`config.mk`:
```
export PLATFORM = sky130hd
export DESIGN_NAME = mm4_readout_ctrl
export DESIGN_NICKNAME = d
export VERILOG_FILES = /design/src/rtl/mm4_pkg.sv /design/src/rtl/mm4_argmax_cmp.sv /design/src/rtl/mm4_readout_ctrl.sv
export SDC_FILE = /design/constraint.sdc
export NUM_CORES = 1
export LEC_CHECK = 0
export CAP_MARGIN = 20
export CORE_MARGIN = 2
export CORE_UTILIZATION = 54
export CTS_CLUSTER_DIAMETER = 200
export DETAILED_ROUTE_END_ITERATION = 8
export PLACE_DENSITY = 0.89
export SLEW_MARGIN = 15
export SYNTH_ARGS = -nofsm -noshare
export SYNTH_HDL_FRONTEND = slang
export SYNTH_SLANG_ARGS = --single-unit
```
`constraint.sdc`:
```
create_clock -name clk -period 3.8 [get_ports clk]
set_clock_uncertainty 0.15 [all_clocks]
set_input_delay 0.38 -clock clk [delete_from_list [all_inputs] [get_ports clk]]
set_output_delay 0.38 -clock clk [all_outputs]
set_load 0.03 [all_outputs]
```
`src/rtl/mm4_pkg.sv`:
```
// Shared defaults, FSM encoding and score type for the MM4 result readout controller.
package mm4_pkg;

  localparam int MM4_NUM_CLASSES = 10;
  localparam int MM4_DATA_W      = 32;
  localparam int MM4_ADDR_W      = 16;
  localparam int MM4_IDX_W       = 4;

  typedef enum logic [1:0] {
    ST_IDLE = 2'd0,
    ST_SCAN = 2'd1,
    ST_FIN  = 2'd2
  } mm4_state_t;

  typedef logic signed [MM4_DATA_W-1:0] mm4_score_t;

endpackage

```
`src/rtl/mm4_argmax_cmp.sv`:
```
// Running-maximum register with signed comparator; ties keep the earliest index.
module mm4_argmax_cmp
  import mm4_pkg::*;
#(
  parameter int DATA_W = MM4_DATA_W,
  parameter int IDX_W  = MM4_IDX_W
) (
  input  logic                     clk,
  input  logic                     rst_n,
  input  logic                     init,
  input  logic                     en,
  input  logic signed [DATA_W-1:0] score,
  input  logic        [IDX_W-1:0]  idx,
  output logic        [IDX_W-1:0]  max_idx,
  output logic signed [DATA_W-1:0] max_score
);

  always_ff @(posedge clk or negedge rst_n) begin
    if (!rst_n) begin
      max_idx   <= '0;
      max_score <= '0;
    end else if (init) begin
      max_idx   <= idx;
      max_score <= score;
    end else if (en && (score > max_score)) begin
      max_idx   <= idx;
      max_score <= score;
    end
  end

endmodule

```
`src/rtl/mm4_readout_ctrl.sv`:
```
// Argmax scan over the MM4 result memory plus an idle-time host read port.
// Define MM4_SCORE_OUT_EN to also export the winning score on max_score.
//
// state | meaning
// IDLE  | waiting for start; host reads are served here only
// SCAN  | one entry per cycle, addresses 0..NUM_CLASSES-1, producer write-locked
// FIN   | scan complete; class_idx/done update on the way back to IDLE
module mm4_readout_ctrl
  import mm4_pkg::*;
#(
  parameter int NUM_CLASSES = MM4_NUM_CLASSES,
  parameter int DATA_W      = MM4_DATA_W,
  parameter int ADDR_W      = MM4_ADDR_W
) (
  input  logic                     clk,
  input  logic                     rst_n,
  input  logic                     start,
  output logic                     busy,
  output logic                     done,
  output logic [3:0]               class_idx,
  output logic                     wr_lock,
  output logic        [ADDR_W-1:0] mem_read_addr,
  input  logic signed [DATA_W-1:0] mem_data,
  input  logic                     host_rd_req,
  input  logic        [ADDR_W-1:0] host_rd_addr,
  output logic                     host_rd_ack,
  output logic signed [DATA_W-1:0] host_rd_data,
  output logic                     host_rd_err
`ifdef MM4_SCORE_OUT_EN
  ,
  output logic signed [DATA_W-1:0] max_score
`endif
);

  localparam logic [ADDR_W-1:0] LAST_ADDR = ADDR_W'(NUM_CLASSES - 1);
  localparam logic [ADDR_W-1:0] NUM_ADDR  = ADDR_W'(NUM_CLASSES);

  mm4_state_t state, state_nxt;
  logic [ADDR_W-1:0] scan_addr;
  logic host_go, host_hit;
  logic [MM4_IDX_W-1:0] cmp_max_idx;
  logic signed [DATA_W-1:0] cmp_max_score;

  // Holding off while ack is high stops a still-asserted request being served twice.
  assign host_go  = (state == ST_IDLE) && host_rd_req && !start && !host_rd_ack;
  assign host_hit = (host_rd_addr < NUM_ADDR);
  assign busy     = (state == ST_SCAN);
  assign wr_lock  = (state == ST_SCAN);

  always_ff @(posedge clk or negedge rst_n) begin
    if (!rst_n) state <= ST_IDLE;
    else        state <= state_nxt;
  end

  always_comb begin
    state_nxt     = state;
    mem_read_addr = '0;
    case (state)
      ST_IDLE: begin
        if (start)                    state_nxt = ST_SCAN;
        else if (host_go && host_hit) mem_read_addr = host_rd_addr;
      end
      ST_SCAN: begin
        mem_read_addr = scan_addr;
        if (scan_addr == LAST_ADDR) state_nxt = ST_FIN;
      end
      ST_FIN:  state_nxt = ST_IDLE;
      default: state_nxt = ST_IDLE;
    endcase
  end

  always_ff @(posedge clk or negedge rst_n) begin
    if (!rst_n) begin
      scan_addr    <= '0;
      done         <= 1'b0;
      class_idx    <= '0;
      host_rd_ack  <= 1'b0;
      host_rd_err  <= 1'b0;
      host_rd_data <= '0;
    end else begin
      scan_addr   <= (state == ST_SCAN) ? scan_addr + ADDR_W'(1) : '0;
      done        <= (state == ST_FIN);
      if (state == ST_FIN) class_idx <= cmp_max_idx;
      host_rd_ack <= host_go;
      host_rd_err <= host_go && !host_hit;
      if (host_go) host_rd_data <= host_hit ? mem_data : '0;
    end
  end

  mm4_argmax_cmp #(
    .DATA_W (DATA_W),
    .IDX_W  (MM4_IDX_W)
  ) u_argmax (
    .clk       (clk),
    .rst_n     (rst_n),
    .init      ((state == ST_SCAN) && (scan_addr == '0)),
    .en        (state == ST_SCAN),
    .score     (mem_data),
    .idx       (scan_addr[MM4_IDX_W-1:0]),
    .max_idx   (cmp_max_idx),
    .max_score (cmp_max_score)
  );

`ifdef MM4_SCORE_OUT_EN
  always_ff @(posedge clk or negedge rst_n) begin
    if (!rst_n)                max_score <= '0;
    else if (state == ST_FIN)  max_score <= cmp_max_score;
  end
`else
  logic unused_cmp_score;
  assign unused_cmp_score = ^cmp_max_score;
`endif

endmodule
```
-- After elaboration in Yosys (flattened, before gate mapping)
Cells that the tools add are included.
- RAM bits: 0
- register bits: 93
- bits in read-only memories: 0
- latch bits: 0
- memories kept: 0
- output and inout port bits: 57
- equality and inequality tests: 5
- bitwise logic cells: 0
- $add $sub $neg: 1
- mux-type cells: 12
- shift-type cells: 0
- $mul: 0
- reduce and logical (&&, ||, !) cells: 14
- magnitude comparators: 2
- div/mod/pow operators: 0
- operators with widths (cell ; number):
    2-to-1 mux 32 bit ; 3
    2-to-1 mux 16 bit ; 3
    > comparator 32 bit ; 1
    case mux 16 bit (2 select lines) ; 1
    adder 16 x 1 -> 16 bit, second input constant ; 1
    equality test 16 x 4 -> 1 bit, second input constant ; 1
    logical NOT 16 bit ; 1
    less-than comparator 16 x 4 -> 1 bit, second input constant ; 1
    2-to-1 mux 4 bit ; 2
    logical AND 1 bit ; 7
    2-to-1 mux 2 bit ; 2
    inequality test 2 bit, second input constant ; 2
    case mux 2 bit (2 select lines) ; 1
    logical NOT 1 bit ; 3
    equality test 2 x 1 -> 1 bit, second input constant ; 1
    equality test 2 bit, second input constant ; 1
    logical NOT 2 bit ; 1
    AND reduction 2 bit ; 1
    nonzero test 2 bit ; 1

-- Longest topological paths before layout
- word-level depth: 8
- depth in mapped cells: 11
- gate-level depth less buffers: 8

-- Modules after synthesis
From an unflattened synthesis, not the netlist that was laid out.
- cells, all modules: 395
- area total of the unflattened synthesis: 4631.9 µm²
- modules (own cells, without submodules) (module ; times used ; cells each ; area an instance (µm²) ; sequential area each (µm²)):
    mm4_readout_ctrl ; 1 ; 203 ; 2449.8 ; 1426.4
    mm4_argmax_cmp ; 1 ; 192 ; 2182.1 ; 900.9

-- Least setup slack after synthesis
OpenSTA, ideal clock, no wires.
- kind: input to register
- start point: input mem_data[31]
- end point: register u_argmax.max_idx[0]
- stages: 9
- buffers on the path: 2
- data required time: 3516 ps
- arrival: 2502 ps
- slack: 1014 ps
- cell sequence: ha_1 -> nand4_2 -> nor3_1 -> a211o_1 -> or2_1 -> buf_4 -> a2111oi_4 -> buf_6 -> o211ai_2
- cells in the longest elaborated chain, start to end: 3
- RTL lines (element ; RTL line ; RTL):
    start, declared ; mm4_readout_ctrl.sv:23 ; input logic signed [DATA_W-1:0] mem_data,
    > comparator 32 bit ; mm4_argmax_cmp.sv:25 ; end else if (en && (score > max_score)) begin
    logical AND 1 bit ; mm4_argmax_cmp.sv:25 ;
    nonzero test 2 bit (no source line) ; -- ;
    end signal, assigned ; mm4_argmax_cmp.sv:23 ; max_idx <= idx;
    end signal, assigned ; mm4_argmax_cmp.sv:26 ; max_idx <= idx;
    end, declared ; mm4_argmax_cmp.sv:14 ; output logic [IDX_W-1:0] max_idx,
No other way between the ends.
A chain may end at the register's enable or synchronous reset.

-- Worst setup path in the final report
- start point: input mem_data[30]
- end point: register u_argmax.max_idx[3]
The elaborated chain is that of the path after synthesis.

==> results.toml <==
[status]
status = "complete, no violations"

[setup_path]
critPathCaptureType = "flip-flop"
startpoint = "mem_data[30]"
ff2ff_path_depth = 8
critical-path-max-stage-delay_ps = 600
cp_slowest_cell = "or4_4"
start_kind = "input port"
crit_path_cell_trace = "clkdlybuf4s50_1 -> ha_1 -> nand4_2 -> or4_4 -> o21ai_2 -> nor2_1 -> a2111oi_0 -> nand3_1"
cp_data_arrival_time_ps = 3110
worst_ep_required_time_ps = 3880
rr_startpoint = "u_argmax.max_score[27]$_DFFE_PN0P_"
path_max_fanout = 12
setup.worst_path.class = "in2reg"

[sta]
rsz0062_at_grt = "false"
fmax_ghz = 0.3299
layout_min_cycle_time_ps = 3031
fin_crit_sh = 0.7977
setup_tns_ps = 0
tightest_slew_ps = 917.8
setup_viol = 0
worst_slack_ps = 768.6
relSlewSlack = 0.3881
slew_violations = 0
final_hold_viol_count = 0

[yosys]
ys.flop_type = "dfrtp_1"
synthTopCellsByArea = "dfrtp_1 38%, ha_1 7.2%, nand3_1 6.2%"
synth_seq_cells = 93
synth_top_area_cell = "dfrtp_1"
synth-edff-count = 0
synth_cell_types = 48
synth_seq_area_share = 0.3801
synthesis.area_mm2 = 0.006123
syn_inst = 700
syn_avg_cell_area_um2 = 8.748
synth_top_area_frac = 0.3801
async_flop_share = 1.000
yosysWarnings = 0
syn_nets = 787

[clock_tree]
clockRootBuffer = "clkbuf_16"
cts_hold_buf = 0
clk_pin_slew_ps = 70
htreeDepth = 3
numCtsBuffers = 9
cts_tree = "yes"
cts_sinks = 93
postCtsSetupRepairBufs = 0
cts_resized = 0
clock_latency_ps = 360
clockBufferDepth = 2

[floorplan]
rows = 38
start_util = 0.5600
die_w_um = 110.5
die_h_um = 110.5
die_area_mm2 = 0.01221
core-area_mm2 = 0.01094
io_pins = 109

[drt]
drtAntennaViolNets = 0
dr.pass1.iters = 7
wl_um = 17590
drc = 0
avgViaCountPerCell = 6.445
drt_iter0_drc = 433
vias = 5962
wire_per_inst_um = 19.01

[power_and_ir_drop]
p_leak_nw = 3.578
irDropWorstVdd_v = 0.0004765
power_per_cell_area_mw_per_mm2 = 724.4

[place]
portBuffers = 108
place.gp.congestion = 0.8770
dp_hpwl_um = 11380
place_ws_ps = 454.6

[flow_run]
cap_violations = 0

[global_route]
antenna_found_initial = 0
gr-usage-all-layers = 0.2906
grt_pass1_wl_um = 29350
grt_pass1_vias = 6008
grt_max_degree = 71
overflow = 0

[final_layout]
ff_latch_area_mm2 = 0.002327
antenna_cells = 0
multiInputGateArea_mm2 = 0.003364
layout_common_cells = "107 x clkdlybuf4s50_1, 93 x dfrtp_1, 80 x nand2_1"
fillerInstances = 832
syn_to_final_growth_pct = 24.72
final_common_cell = "clkdlybuf4s50_1"
fin_nets = 867
drive_gt1_frac = 0.1096

[min_path]
hold_class = "in2async"
## per-layer routing
layer  vias to the layer above  GRT usage  wire [um]
met5                         -          0          0
met4                         0     0.1058        259
met3                        27    0.05324       1362
met2                       299     0.4888       8751
met1                      2914     0.3753       7215
li1                       2722          -          -
## flip-flops by register name (all words and copies together) (netlist names)
register and count:
host_rd_data 32, u_argmax.max_idx 4, u_argmax.max_score 32, class_idx 4, host_rd_ack 1, done 1, state 2, host_rd_err 1
scan_addr 16
## report_power, final
group	switching [mW]	total, mW	leakage [nW]	internal [mW]
logic	1.85	3.01	2.20	1.16
registers	0.212	1.46	1.22	1.25
clock network	0.411	1.06	0.158	0.645
total	2.48	5.53	3.58	3.06
## cells by family (layout without fill, tap and decap cells)
group	after synthesis	in the layout	synth area share
and+or+nand+nor	341	341	0.2877
AOI/OAI and AO/OA	108	108	0.1620
buffers and inverters	105	190	0.07131
DFF	93	93	0.3801
adders and majority gates	35	35	0.07152
xor gates and xnor gates	14	14	0.02002
muxes	4	4	0.007355
## layout make-up
type	count	area share
Timing Repair Buffer	134	0.1668
Clock buffer	9	0.02949
Multi-Input combinational cell	502	0.4405
Tap cell	140	0.02294
Clock inverter	7	0.01589
Sequential cell	93	0.3047
Inverter	40	0.01966
## cell usage after synthesis (2+ instances only)
master and instances:
dfrtp_1 93, ha_1 35, and2_1 17, o211ai_2 30, o211ai_1 9, xnor2_1 2
nand2b_1 3, and4_1 3, a41oi_1 35, buf_2 10, buf_4 2, mux2_2 4
o21ai_0 6, inv_1 38, xor2_1 12, a22o_1 2, nand3_1 76, buf_6 3
nor3_1 33, clkbuf_1 49, nand4_1 46, a211o_1 2, nand2_1 80, and3_1 44
nor2_1 23, a21oi_1 14, nor4_1 7, or4_1 2
## worst max-delay path: cells and delay by family
kind,cells,cell delay [ps]
fa+ha+maj,1,370
simple gates,4,990
buf+inv,1,470
compound gates,2,900
## worst paths after layout
kind | end | slack, ps
min in group clk | host_rd_data[26]$_DFFE_PN0P_ | 320
hold / removal | host_rd_data[18]$_DFFE_PN0P_ | 20
hold reg to reg | host_rd_data[26]$_DFFE_PN0P_ | 320
max in group asynchronous | u_argmax.max_score[1]$_DFFE_PN0P_ | 2730
setup reg to reg | u_argmax.max_idx[3]$_DFFE_PN0P_ | 850
setup / recovery | u_argmax.max_idx[3]$_DFFE_PN0P_ | 770
## through the flow
step | utilization | hold WS (ps) | cells | instance area (um2) | total power [mW]
6_report | 0.6984 | 18.25 | 925 | 7637 | 5.532
5_1_grt | 0.6984 | 79.04 | 925 | 7637 | 5.889
4_1_cts | 0.6984 | 45.80 | 925 | 7637 | 5.496
3_5_place_dp | 0.6667 | 309.0 | 909 | 7291 | 4.416
3_3_place_gp | 0.6667 | 298.7 | 909 | 7291 | 4.251
2_1_floorplan | - | -65.59 | 700 | 6123 | 3.641
(Power assumes the default switching activity.)
